## src/rtl/arc4_pkg.sv

```systemverilog
// Shared types for the ARC4 decryption unit: scheduler states, phase codes and
// the S-memory request bundle that each phase drives.
package arc4_pkg;

    typedef enum logic [2:0] {
        ST_IDLE,
        ST_INIT_GO,
        ST_INIT_WAIT,
        ST_KSA_GO,
        ST_KSA_WAIT,
        ST_PRGA_GO,
        ST_PRGA_WAIT,
        ST_ERR
    } sched_state_t;

    typedef enum logic [1:0] {
        PH_IDLE = 2'd0,
        PH_INIT = 2'd1,
        PH_KSA  = 2'd2,
        PH_PRGA = 2'd3
    } phase_t;

    typedef struct packed {
        logic [7:0] addr;
        logic [7:0] wrdata;
        logic       wren;
    } smem_req_t;

    localparam int unsigned TIMEOUT_DEFAULT = 4096;
    localparam smem_req_t   SMEM_REQ_IDLE   = '0;

endpackage

```

## src/rtl/arc4_sched_s_port_mux.sv

```systemverilog
// Stateless 3:1 selector that hands the single-port S memory to one phase.
// An idle selection returns an all-zero request, so no write can leak through.
module s_port_mux
    import arc4_pkg::*;
(
    input  phase_t    sel,
    input  smem_req_t init_req,
    input  smem_req_t ksa_req,
    input  smem_req_t prga_req,
    output smem_req_t req
);

    always_comb begin
        req = SMEM_REQ_IDLE;
        case (sel)
            PH_INIT: req = init_req;
            PH_KSA:  req = ksa_req;
            PH_PRGA: req = prga_req;
            default: req = SMEM_REQ_IDLE;
        endcase
    end

endmodule

```

## src/rtl/arc4_sched.sv

```systemverilog
// ARC4 top-level sequencer: runs init, ksa and prga in order on one start pulse,
// arbitrates the S memory by phase and watchdogs each phase.
//
//  state      | meaning
//  -----------+---------------------------------------------------------
//  IDLE       | rdy=1, waiting for en; key captured on accept
//  INIT_GO    | pulse init_en once init_rdy is high
//  INIT_WAIT  | init running; owns S memory; first cycle ignores init_rdy
//  KSA_GO     | pulse ksa_en once ksa_rdy is high
//  KSA_WAIT   | ksa running; owns S memory
//  PRGA_GO    | pulse prga_en once prga_rdy is high
//  PRGA_WAIT  | prga running; owns S memory; done returns to IDLE
//  ERR        | a phase timed out; sticky until reset
module arc4_sched
    import arc4_pkg::*;
#(
    parameter int unsigned TIMEOUT_CYCLES = TIMEOUT_DEFAULT
) (
    input  logic        clk,
    input  logic        rst_n,
    input  logic        en,
    output logic        rdy,
    output logic        err,
    output logic [1:0]  phase,
    input  logic [23:0] key,
    output logic [23:0] key_q,
    output logic        init_en,
    output logic        ksa_en,
    output logic        prga_en,
    input  logic        init_rdy,
    input  logic        ksa_rdy,
    input  logic        prga_rdy,
    input  logic [7:0]  init_addr,
    input  logic [7:0]  init_wrdata,
    input  logic        init_wren,
    input  logic [7:0]  ksa_addr,
    input  logic [7:0]  ksa_wrdata,
    input  logic        ksa_wren,
    input  logic [7:0]  prga_addr,
    input  logic [7:0]  prga_wrdata,
    input  logic        prga_wren,
    output logic [7:0]  s_addr,
    output logic [7:0]  s_wrdata,
    output logic        s_wren
);

    localparam int unsigned     CNT_W     = (TIMEOUT_CYCLES == 0) ? 1 : $clog2(TIMEOUT_CYCLES + 1);
    localparam logic [CNT_W-1:0] CNT_LIMIT = CNT_W'(TIMEOUT_CYCLES);
    localparam logic [CNT_W-1:0] CNT_MAX   = '1;
    localparam logic            WD_EN     = (TIMEOUT_CYCLES != 0);

    sched_state_t     state;
    phase_t           phase_q;
    logic [CNT_W-1:0] cnt;
    logic [CNT_W-1:0] cnt_inc;
    logic             wd_fire;
    logic             wait_first;

    logic             cur_rdy;
    sched_state_t     st_wait;
    sched_state_t     st_done;
    phase_t           ph_done;

    smem_req_t        init_req;
    smem_req_t        ksa_req;
    smem_req_t        prga_req;
    smem_req_t        s_req;

    // Per-phase view of the current state: whose rdy to watch and where to go next.
    always_comb begin
        cur_rdy = 1'b0;
        st_wait = ST_IDLE;
        st_done = ST_IDLE;
        ph_done = PH_IDLE;
        case (state)
            ST_INIT_GO, ST_INIT_WAIT: begin
                cur_rdy = init_rdy;
                st_wait = ST_INIT_WAIT;
                st_done = ST_KSA_GO;
                ph_done = PH_KSA;
            end
            ST_KSA_GO, ST_KSA_WAIT: begin
                cur_rdy = ksa_rdy;
                st_wait = ST_KSA_WAIT;
                st_done = ST_PRGA_GO;
                ph_done = PH_PRGA;
            end
            ST_PRGA_GO, ST_PRGA_WAIT: begin
                cur_rdy = prga_rdy;
                st_wait = ST_PRGA_WAIT;
                st_done = ST_IDLE;
                ph_done = PH_IDLE;
            end
            default: ;
        endcase
    end

    assign cnt_inc    = (cnt == CNT_MAX) ? cnt : cnt + CNT_W'(1);
    assign wd_fire    = WD_EN && (cnt_inc == CNT_LIMIT);
    assign wait_first = (cnt == '0);

    always_ff @(posedge clk) begin
        if (!rst_n) begin
            state   <= ST_IDLE;
            phase_q <= PH_IDLE;
            rdy     <= 1'b1;
            err     <= 1'b0;
            key_q   <= '0;
            cnt     <= '0;
        end else begin
            case (state)
                ST_IDLE: begin
                    if (en) begin
                        key_q   <= key;
                        rdy     <= 1'b0;
                        cnt     <= '0;
                        state   <= ST_INIT_GO;
                        phase_q <= PH_INIT;
                    end
                end
                ST_INIT_GO, ST_KSA_GO, ST_PRGA_GO: begin
                    if (cur_rdy) begin
                        state <= st_wait;
                        cnt   <= '0;
                    end else if (wd_fire) begin
                        state   <= ST_ERR;
                        phase_q <= PH_IDLE;
                        err     <= 1'b1;
                    end else begin
                        cnt <= cnt_inc;
                    end
                end
                ST_INIT_WAIT, ST_KSA_WAIT, ST_PRGA_WAIT: begin
                    // A done seen on the same edge as the limit takes priority.
                    if (cur_rdy && !wait_first) begin
                        state   <= st_done;
                        phase_q <= ph_done;
                        cnt     <= '0;
                        rdy     <= (st_done == ST_IDLE);
                    end else if (wd_fire) begin
                        state   <= ST_ERR;
                        phase_q <= PH_IDLE;
                        err     <= 1'b1;
                    end else begin
                        cnt <= cnt_inc;
                    end
                end
                default: ;
            endcase
        end
    end

    assign phase   = phase_q;
    assign init_en = (state == ST_INIT_GO) && init_rdy;
    assign ksa_en  = (state == ST_KSA_GO)  && ksa_rdy;
    assign prga_en = (state == ST_PRGA_GO) && prga_rdy;

    assign init_req = '{addr: init_addr, wrdata: init_wrdata, wren: init_wren};
    assign ksa_req  = '{addr: ksa_addr,  wrdata: ksa_wrdata,  wren: ksa_wren};
    assign prga_req = '{addr: prga_addr, wrdata: prga_wrdata, wren: prga_wren};

    s_port_mux u_s_port_mux (
        .sel      (phase_q),
        .init_req (init_req),
        .ksa_req  (ksa_req),
        .prga_req (prga_req),
        .req      (s_req)
    );

    assign s_addr   = s_req.addr;
    assign s_wrdata = s_req.wrdata;
    assign s_wren   = s_req.wren;

endmodule
```

## config.mk

```make
export PLATFORM = sky130hd
export DESIGN_NAME = arc4_sched
export DESIGN_NICKNAME = d
export VERILOG_FILES = /design/src/rtl/arc4_pkg.sv /design/src/rtl/arc4_sched_s_port_mux.sv /design/src/rtl/arc4_sched.sv
export SDC_FILE = /design/constraint.sdc
export NUM_CORES = 1
export LEC_CHECK = 0
export CELL_PAD_IN_SITES_DETAIL_PLACEMENT = 1
export CELL_PAD_IN_SITES_GLOBAL_PLACEMENT = 1
export CORE_UTILIZATION = 27
export DETAILED_ROUTE_END_ITERATION = 6
export PLACE_DENSITY_LB_ADDON = 0.2
export SYNTH_ARGS = -nofsm -noshare
export SYNTH_HDL_FRONTEND = slang
export SYNTH_SLANG_ARGS = --single-unit
```

## constraint.sdc

```tcl
create_clock -name clk -period 2.4 [get_ports clk]
set_input_delay 0.24 -clock clk [delete_from_list [all_inputs] [get_ports clk]]
set_output_delay 0.24 -clock clk [all_outputs]
set_load 0.1 [all_outputs]
```

======== Word-level counts from Yosys, hierarchy flattened ========
Cells that the tools add are included.
word-level totals
  memories ................................ 0
  memory bits (writable) .................. 0
  logic and storage cells ................. 71
  output and inout port bits .............. 48
  bits in latches ......................... 0
  memory bits (read-only) ................. 0
  flip-flop bits (word level) ............. 44
  input port bits ......................... 81
cells by class
  shifts and indexed selects .............. 0
  equal/unequal tests ..................... 15
  div/mod/pow operators ................... 0
  multiplexer cells ....................... 28
  magnitude comparators ................... 0
  bitwise logic cells ..................... 0
  add/sub/neg operators ................... 1
  reduce and logical (&&, ||, !) cells .... 21
  $mul .................................... 0
operators with widths
  kind                                                              number
  13-bit 2-to-1 mux                                                 5
  17-bit case mux with 3 select lines                               1
  13-bit case mux with 3 select lines                               1
  13-bit == test (second input constant)                            2
  3-bit case mux with 3 select lines                                2
  13-bit by 1-bit adder with 13-bit output (second input constant)  1
  13-bit logical NOT                                                1
  3-bit 2-to-1 mux                                                  4
  3-bit == test (second input constant)                             3
  3-bit AND reduction                                               3
  2-bit 2-to-1 mux                                                  4
  2-bit != test (second input constant)                             4
  3-bit by 2-bit == test with 1-bit output (second input constant)  2
  3-bit logical NOT                                                 2
  2-bit case mux with 3 select lines                                1
  3-bit case mux with 2 select lines                                1
  2-bit OR reduction                                                3
  3-bit OR reduction                                                2
  1-bit 2-to-1 mux                                                  5
  2-bit == test (second input constant)                             2
  1-bit logical AND                                                 4
  1-bit case mux with 2 select lines                                2
  2-bit case mux with 2 select lines                                1
  2-bit AND reduction                                               2
  other kinds (6)                                                   7

======== Depth between registers and ports, before layout ========
Gate-level depths: netlist (run 1).
  word-level depth ........................ 6
  depth in mapped cells ................... 10

======== Hierarchy ========
From an unflattened synthesis (run 1), not the netlist that was laid out.
unflattened totals
  cell total of the unflattened synthesis .. 365
  area total of the unflattened synthesis .. 2842.7 um^2
by module, submodules not included
  module      area each (um^2)  cells each  instances
  arc4_sched  2388.5            324         1
  s_port_mux  454.2             41          1

======== Worst setup path before layout (run 1) ========
Ideal clock, no wire load.
  path kind ............................... reg-to-output
  from .................................... reg state[2]
  to ...................................... out prga_en
  cell stages (with the launch flop) ...... 5
  slack ................................... -1099 ps
  path buffers ............................ 2
  data arrival time ....................... 3259 ps
  cells stage by stage .................... dfxtp_1 > clkbuf_1 > clkbuf_1 > nand2_1 > nor3b_1
on the way
  cells in the longest elaborated chain, start to end .. 2
ends and longest elaborated chain
  item                    RTL line           text
  from (decl)             arc4_sched.sv:52   sched_state_t state;
  from (signal assigned)  arc4_sched.sv:123  state <= st_wait;
  from (signal assigned)  arc4_sched.sv:136  state <= st_done;
  3-bit == test           arc4_sched.sv:156  assign prga_en = (state == ST_PRGA_GO) && prga_rdy;
  1-bit logical AND       arc4_sched.sv:156
  to (decl)               arc4_sched.sv:29   output logic prga_en,
No other way between the ends.

======== Worst setup path after layout (run 1) ========
  from .................................... reg cnt[0]
  to ...................................... reg cnt[2]
on the way
  cells in the longest elaborated chain, start to end .. 6
ends and longest elaborated chain
  item                                                                               RTL line                              text
  from (decl)                                                                        arc4_sched.sv:54                      logic [CNT_W-1:0] cnt;
  from (signal assigned)                                                             arc4_sched.sv:130                     cnt <= cnt_inc;
  from (signal assigned)                                                             arc4_sched.sv:145                     cnt <= cnt_inc;
  13-bit by 1-bit adder with 13-bit output / 13-bit == test (equally long branches)  arc4_sched.sv:98                      assign cnt_inc = (cnt == CNT_MAX) ? cnt : cnt + CNT_W'(1);
  13-bit 2-to-1 mux                                                                  arc4_sched.sv:98
  13-bit == test                                                                     arc4_sched.sv:99                      assign wd_fire = WD_EN && (cnt_inc == CNT_LIMIT);
  13-bit 2-to-1 mux                                                                  arc4_sched.sv:125, arc4_sched.sv:140
  13-bit 2-to-1 mux (on tied branches)                                               arc4_sched.sv:135, arc4_sched.sv:122
  13-bit case mux with 3 select lines *                                              arc4_sched.sv:111                     case (state)
Mark *: on every way between the ends. The rest lies on a longest branch, timed or not.
A chain may end at the register's enable or synchronous reset.

==> results of run 1 <==
-- power groups by stage --
stage               combinational [mW]  sequential, mW  clock (mW)
finish                            1.25           0.828       0.640
global route                      1.32           0.836       0.678
CTS                               1.24           0.826       0.663
detailed placement                1.24           0.843           0
global placement                  1.22           0.840           0
floorplan                        0.553            1.07           0
-- metrics by stage --
step / total power [mW] / setup WS [ns] / instance area, sq um
after floorplan: 1.62 / -0.147 / 2950
after global placement: 2.06 / 0.0414 / 4640
after detailed placement: 2.08 / -0.0764 / 4640
after CTS: 2.73 / 0.00462 / 4760
after global routing: 2.83 / -0.00651 / 4900
final: 2.72 / 0.150 / 4900
-- state kept, by name, summed over array words and instances (netlist names) --
register,flops
cnt,13
state,3
err,1
phase,2
rdy,1
key_q,24
-- per-layer routing --
layer | global-route usage (%) | vias up | routed length [um]
li1 | - | 1643 | -
met4 | 7.64 | 0 | 265
met3 | 5.09 | 19 | 860
met1 | 24.2 | 1599 | 4620
met2 | 32.7 | 137 | 5400
met5 | 0 | - | 0
-- worst paths after layout --
check / start / endpoint / slack, ns
setup / recovery: cnt[0] / cnt[2] / 0.15
hold / removal: key_q[12] / key_q[12] / 0.47
setup reg to reg: cnt[0] / cnt[2] / 0.15
hold reg to reg: key_q[12] / key_q[12] / 0.47
-- kinds of logic after synthesis --
| logic type | share of synthesized area [%] |
|---|---|
| compound gates | 28.8 |
| xor+xnor | 0.898 |
| fa+ha+maj | 0.855 |
| buf+inv | 6.37 |
| flops | 30.1 |
| mux | 7.26 |
| simple gates | 25.7 |
-- critical path, stage by stage (launching register included) --
cell and delay, ns:
sky130_fd_sc_hd__dfxtp_2 0.36, sky130_fd_sc_hd__ha_4 0.17, sky130_fd_sc_hd__nand4_4 0.13, sky130_fd_sc_hd__o311a_1 0.35, sky130_fd_sc_hd__a41oi_1 0.21, sky130_fd_sc_hd__a211oi_2 0.12
sky130_fd_sc_hd__nand3b_1 0.23, sky130_fd_sc_hd__buf_6 0.17, sky130_fd_sc_hd__nor2_1 0.06, sky130_fd_sc_hd__o311a_1 0.34
-- Yosys cell counts, types with 2 or more instances --
library cell,n
sky130_fd_sc_hd__a211oi_1,4
sky130_fd_sc_hd__a21boi_0,27
sky130_fd_sc_hd__a21oi_1,15
sky130_fd_sc_hd__a22o_1,17
sky130_fd_sc_hd__a31oi_1,5
sky130_fd_sc_hd__a41oi_1,2
sky130_fd_sc_hd__and2_1,5
sky130_fd_sc_hd__and3_1,5
sky130_fd_sc_hd__and4_1,3
sky130_fd_sc_hd__buf_1,2
sky130_fd_sc_hd__buf_2,8
sky130_fd_sc_hd__clkbuf_1,21
sky130_fd_sc_hd__dfxtp_1,44
sky130_fd_sc_hd__ha_1,2
sky130_fd_sc_hd__inv_1,11
sky130_fd_sc_hd__mux2_2,18
sky130_fd_sc_hd__nand2_1,73
sky130_fd_sc_hd__nand3_1,16
sky130_fd_sc_hd__nand3_2,2
sky130_fd_sc_hd__nand4_1,2
sky130_fd_sc_hd__nand4_2,3
sky130_fd_sc_hd__nor2_1,14
sky130_fd_sc_hd__nor2b_1,4
sky130_fd_sc_hd__nor3_1,4
sky130_fd_sc_hd__nor4_1,2
sky130_fd_sc_hd__o2111ai_1,2
sky130_fd_sc_hd__o211ai_1,2
sky130_fd_sc_hd__o21a_1,4
sky130_fd_sc_hd__o21ai_0,16
sky130_fd_sc_hd__o221ai_1,2
sky130_fd_sc_hd__o22ai_1,4
sky130_fd_sc_hd__o2bb2ai_1,3
sky130_fd_sc_hd__o311a_1,2
sky130_fd_sc_hd__o31ai_1,2
sky130_fd_sc_hd__or2_2,2
sky130_fd_sc_hd__xnor2_1,3
-- timing repair --
action	4_1_cts	5_1_grt
cloned	0	1
resized for setup	1	30
pin swaps	0	6
hold buffers	0	0
endpoints found under the setup margin	5	19
buffers inserted	0	2
hold endpoints to repair	0	0
-- layout make-up --
type,count,area (sq um),area share (%)
clock buffer,6,82.6,1.68
clock inverter,2,38.8,0.791
inverter,11,41.3,0.842
multi-input combinational,288,1980,40.5
sequential,44,896,18.3
tap,136,170,3.47
timing repair buffer,165,1690,34.5
==> metrics list, run 1 <==
- The run finished with clean final reports.
- The biggest area contributor in the post-synthesis netlist is sky130_fd_sc_hd__dfxtp_1.
- Counting flops with an async set or reset pin after synthesis yields a share of 0%.
- Counting the fill cells in the layout gives 1223.
* Number of cells traversed by the worst register-to-register path: 9
* Maximum number of pins on one net before global-route repair: 30
* Final-layout worst hold slack: 0.467 ns
* Overall routing resource usage: 19.7%
- Number of placed cells counting well taps: 641
- Hold Fails Final Rpt: 0
- Non-Filler Instances: 652
* Number of global-route vias before repair: 3397
- The first global-routing pass estimated 17800 um of wire.
- In the synthesized netlist, the number of instances is 376.
* Area growth, synth to finish: 67.4%
- Die width: 106 um
- Nets: 598
- The floorplan step defined a die boundary enclosing 11300 sq um.
- Slew margin rel.: 53.2%
- Total number of clock tree sinks: 44
* Slew Viols, Final: 0
- Internal power comes to 1.59 mW.
- Dividing the detail-routed wire length by the instance count gives 17.1 um.
- Sum of routed wire length over all layers: 11100 um
* Proportion of power drawn by flip-flops and latches: 30.4%
* Antenna violations before repair: 0
- The repair_antennas step left the layout with diodes totalling 0.
- Post-synthesis instance area: 2930 sq um
- Dividing the detail-routed via count by the number of cells gives 5.21.
* Largest driver fanout on the critical path: 5
- Starting utilization of the core area: 28.1%
* Maximum clock rate: 444 MHz
* Maximum capacitance violations: 0
- The tree is rooted in a sky130_fd_sc_hd__clkbuf_8.
- In the routed design, unresolved DRC markers number 0.
* TritonCTS clock tree: yes
- Vias post-DR: 3398
- Sw Share: 41.7%
- YS warnings: 0
- EDFF count, synth: 0
- Synthesis inferred 44 register bits.
- Kind of critical path: reg2reg
* Later-pin clock latency in the skew report: 0.32 ns
* Drt first pass iters: 4
* Placed wire-length estimate after detailed placement: 8410 um
- Count of standard-cell rows: 37
- Time the worst path needs with I/O delays and setup: 2.25 ns
* Portion of the clock cycle consumed by the worst path in the final layout: 93.7%
- Data arrival time of the critical path: 2.46 ns
* Synthesized area per cell: 7.79 sq um
* Portion of the post-synthesis area used by sequential elements: 30.1%
- Final Wtd Congestion: 0.909
- The library cell used most frequently in the layout, excluding fill and tap cells, is sky130_fd_sc_hd__clkdlybuf4s50_1.
- In the synthesized netlist the dominant register cell turns out to be sky130_fd_sc_hd__dfxtp_1.
- The clock arrives with 0.00530 ns of skew.
* Drt first-iter violations: 180
- Setup TNS: 0 ns
- The count of nets left with antenna violations once routing finished came out at 0.
- Syn_nets: 459
* Die height: 106 um
- For the pin with the worst max-slew slack, the measured transition is 0.694 ns.
- The worst setup path is launched from a register.
* Worst Hold Path Cells: 2
* Most area-consuming cells after synthesis: sky130_fd_sc_hd__dfxtp_1, sky130_fd_sc_hd__nand2_1, sky130_fd_sc_hd__a21boi_0, sky130_fd_sc_hd__mux2_2, sky130_fd_sc_hd__a22o_1
* I/O Pins: 129
- CTS max path bufs: 2
- The region available for standard cell placement spans 10400 sq um.
- Endpoint type of the worst setup path: register
- The synthesized design devotes to its leading area cell type 30.1% of total area.
- After synthesis, the netlist uses 61 different library cells.
- Highest-count cells in the layout ignoring fill and taps: sky130_fd_sc_hd__clkdlybuf4s50_1, sky130_fd_sc_hd__nand2_1, sky130_fd_sc_hd__buf_4, sky130_fd_sc_hd__dfxtp_1, sky130_fd_sc_hd__a21boi_0
- In this run the power spent charging and discharging nets is 1.14 mW.
- Setup repair after global routing could not meet its margin everywhere.
- The total overflow left after global routing is 0.
- Worst endpoint required time: 2.61 ns
- The H-tree was split into 2 levels.
* Clock slew at reported path FFs: 0.10 ns
* Port buffer count: 128
* Final setup fails: 0
- Total clock buffers created by CTS: 5
* Worst min path class: reg2reg
- The worst-case IR drop observed on VDD is 390 uV.
* Final cell utilization of the core: 47.1%
- Power spread over the standard cell area amounts to 555 nW/um^2.
- In this run the static leakage power is 1.94 nW.
- Proportion of layout cells with a drive suffix above 1: 31.0%
- Power share of the clock group: 23.5%
- Combinational cell fraction of total power: 46.1%
No activity file was read; power rests on OpenSTA's default activity.
==> inputs of run 2 (changes only) <==
RECOVER_POWER = 50   (was default)
==> run 2 against run 1 <==
Die area stayed put. Count of clock-buffer cells in the layout unchanged. Non-clock buffer count unchanged. Global-route usage is the same. Critical path depth unchanged. Clock skew about the same. Sequential cell count unchanged. Hold slack got worse by 0.0014 ns. Sequential power about the same. Clock power is essentially flat. Largest power group unchanged.
==> metrics list, run 2 (synthesized netlist as in run 1, its figures left out) <==
- The first global-routing pass estimated 17800 um of wire.
- The die is 106 um wide.
- The finished layout holds 652 standard cells, fillers aside.
* Vias post-DR: 3413
- In the final layout, the registers with the most flip-flops are key_q x24, cnt x13, state x3.
- Setup slack of the most critical reg-to-reg path: 0.13 ns
- Setup skew after layout: 0.00572 ns
- Total number of clock tree sinks: 44
- Dividing total power by cell area gives a power density of 561 nW/um^2.
- Count of H-tree levels built during CTS: 2
* Setup TNS: 0 ns
- Number of fill cells: 1241
- Data arrival time of the critical path: 2.48 ns
* Slew margin rel.: 19.3%
* Worst Path Buf+Inv: 2
* TritonCTS clock tree: yes
* Area growth, synth to finish: 63.9%
- Maximum number of pins on one net before global-route repair: 30
- After detailed routing, the average wire length per cell comes to 17.1 um.
- In the routed layout, each cell is associated on average with a via count of 5.23.
- CP cell instances: buf_4 -> and3_1 -> nand4_1 -> a21oi_1 -> a211oi_2 -> nand3b_1 -> buf_6 -> nor2_1 -> o311a_1
- Flip-flop count of the largest register after layout: 24
* Worst setup SP type: register
- Nets: 598
- In the global route stage, overall resource usage came out at 19.7%.
- Measured along the y axis, the die boundary spans 106 um.
* Number of placed cells counting well taps: 641
- Run status: finished, final reports clean
- Number of global-route vias before repair: 3397
- Static Leakage: 1.84 nW
* Terminating pin of the worst hold path: key_q[12]
- The cell family contributing the most delay on the critical path is compound AO/OA/AOI/OAI gates.
* Total clock buffers created by CTS: 5
* Kind of critical path: reg2reg
* Biggest cell delay along the critical path: 0.39 ns
- The post-route netlist has 25.6% of its cells at a drive strength greater than 1.
- Core box area: 10400 sq um
* Antenna violations before repair: 0
* Die Footprint: 11300 sq um
- Counting flops per register, the top entry is key_q.
- Starting utilization of the core area: 28.1%
* Peak supply drop: 437 uV
- The root buffer cell chosen for the clock tree is sky130_fd_sc_hd__clkbuf_8.
* Highest-count cells in the layout ignoring fill and taps: sky130_fd_sc_hd__clkdlybuf4s50_1, sky130_fd_sc_hd__nand2_1, sky130_fd_sc_hd__buf_4, sky130_fd_sc_hd__dfxtp_1, sky130_fd_sc_hd__clkbuf_1
- For this run, the top clock speed supported by timing is 440 MHz.
* Startpoint of the lowest-slack hold path: key_q[12]
- Across all hold checks on the routed design, the worst slack comes to 0.466 ns.
* Later-pin clock latency in the skew report: 0.32 ns
- Counting instances, the worst hold path has a depth of 2.
- Worst slack at placement: -0.0764 ns
- End of the worst register-to-register path: cnt[2]
* Portion of the clock cycle consumed by the worst path in the final layout: 94.6%
* Pwr Total: 2.69 mW
- The tightest min-delay check is of the reg2reg type.
- Of all nets on the critical path, the largest fanout is 8.
- After detailed routing, the number of remaining DRC violations is 0.
* Drt first pass iters: 4
* Number of diodes: 0
- Placed wire-length estimate after detailed placement: 8410 um
- Maximum capacitance violations: 0
- The congestion estimate from routability-driven global placement came to 0.909.
* Endpoint type of the worst setup path: register
- The smallest clock period supported by the final layout is computed as 2.27 ns.
- RSZ-0062 raised after global routing: true
- Count of standard-cell rows: 37
- Launch instance of the worst register-to-register path: cnt[7]
* Worst endpoint required time: 2.61 ns
* CP max-delay cell: sky130_fd_sc_hd__dfxtp_1
- Port buffer count: 128
* I/O Pins: 129
- No sink is reached through more buffers than the 2 on the longest clock path.
- Remaining antenna violation count: 0
* Sum of routed wire length over all layers: 11100 um
- Leaving out fill and tap cells, the most frequent cell in the layout is sky130_fd_sc_hd__clkdlybuf4s50_1.
- Number of cells traversed by the worst register-to-register path: 9
- For the pin with the worst max-slew slack, the measured transition is 1.22 ns.
- For this run the aggregate overflow at the end of global routing stands at 0.
* Drt first-iter violations: 167
- The count of final hold-check violations came to 0.
* Slew Viols, Final: 0
* Final worst-path setup slack: 0.130 ns
- Clock-pin slew was measured on the worst setup and hold paths at 0.10 ns.
- Final setup fails: 0
-- run 2: changes by cell type in the layout (fill, tap and decap cells not counted) --
cell                       previous run  this run
sky130_fd_sc_hd__buf_4               63        36
sky130_fd_sc_hd__clkbuf_1             0        26
sky130_fd_sc_hd__clkbuf_2             0         1
sky130_fd_sc_hd__dfxtp_1             32        33
sky130_fd_sc_hd__dfxtp_2             12        11
sky130_fd_sc_hd__nor2_1              13        14
sky130_fd_sc_hd__nor2_2               2         1
-- run 2: per-stage QoR --
| stage | util (%) | area (sq um) |
|---|---|---|
| finish | 46.1 | 4800 |
| global route | 46.1 | 4800 |
| global placement | 44.6 | 4640 |
| floorplan | - | 2950 |
| CTS | 45.7 | 4760 |
| detailed placement | 44.6 | 4640 |
-- run 2: power by group --
part / switching [mW] / internal [mW] / leakage, nW / total (mW)
sequential: 0.0526 / 0.774 / 0.364 / 0.826
clock: 0.300 / 0.341 / 0.0614 / 0.641
combinational: 0.781 / 0.442 / 1.41 / 1.22
total: 1.13 / 1.56 / 1.84 / 2.69
-- run 2: worst max-delay path by stage --
| stage | from | endpoint | slack [ns] | cells past startpoint |
|---|---|---|---|---|
| floorplan | state[2] | prga_en | -0.15 | 4 |
| global placement | cnt[8] | cnt[11] | 0.04 | 7 |
| detailed placement | cnt[1] | cnt[4] | -0.08 | 9 |
| CTS | cnt[1] | cnt[3] | 0.005 | 10 |
| global route | cnt[0] | cnt[1] | -0.007 | 10 |
| finish | cnt[7] | cnt[2] | 0.13 | 9 |
-- run 2: tightest hold or removal path, cell delays in order (launching register included) --
cell                       delay (ns)
sky130_fd_sc_hd__dfxtp_1         0.32
sky130_fd_sc_hd__nand2_1         0.05
sky130_fd_sc_hd__a21boi_0        0.06
-- run 2: repair_timing --
item,CTS,global route
setup buffers,0,2
resized for setup,1,30
endpoints found under the setup margin,5,19
cloned,0,1
hold buffers,0,0
pin swaps,0,6
-- run 2: cell type report --
cell class / count / area (sq um) / share of cell area, %
flip-flops and latches: 44 / 895 / 18.6
well taps: 136 / 170 / 3.55
repair buffers: 165 / 1590 / 33.1
clock inverters: 2 / 38.8 / 0.808
clock buffers: 6 / 82.6 / 1.72
multi-input cells: 288 / 1980 / 41.3
inverters: 11 / 41.3 / 0.860
-- run 2: per-layer routing --
metal	vias up	routed length, um	track usage (%)
li1	1642	-	-
met1	1625	4590	24.2
met2	127	5500	32.7
met3	19	811	5.09
met4	0	225	7.64
met5	-	0	0
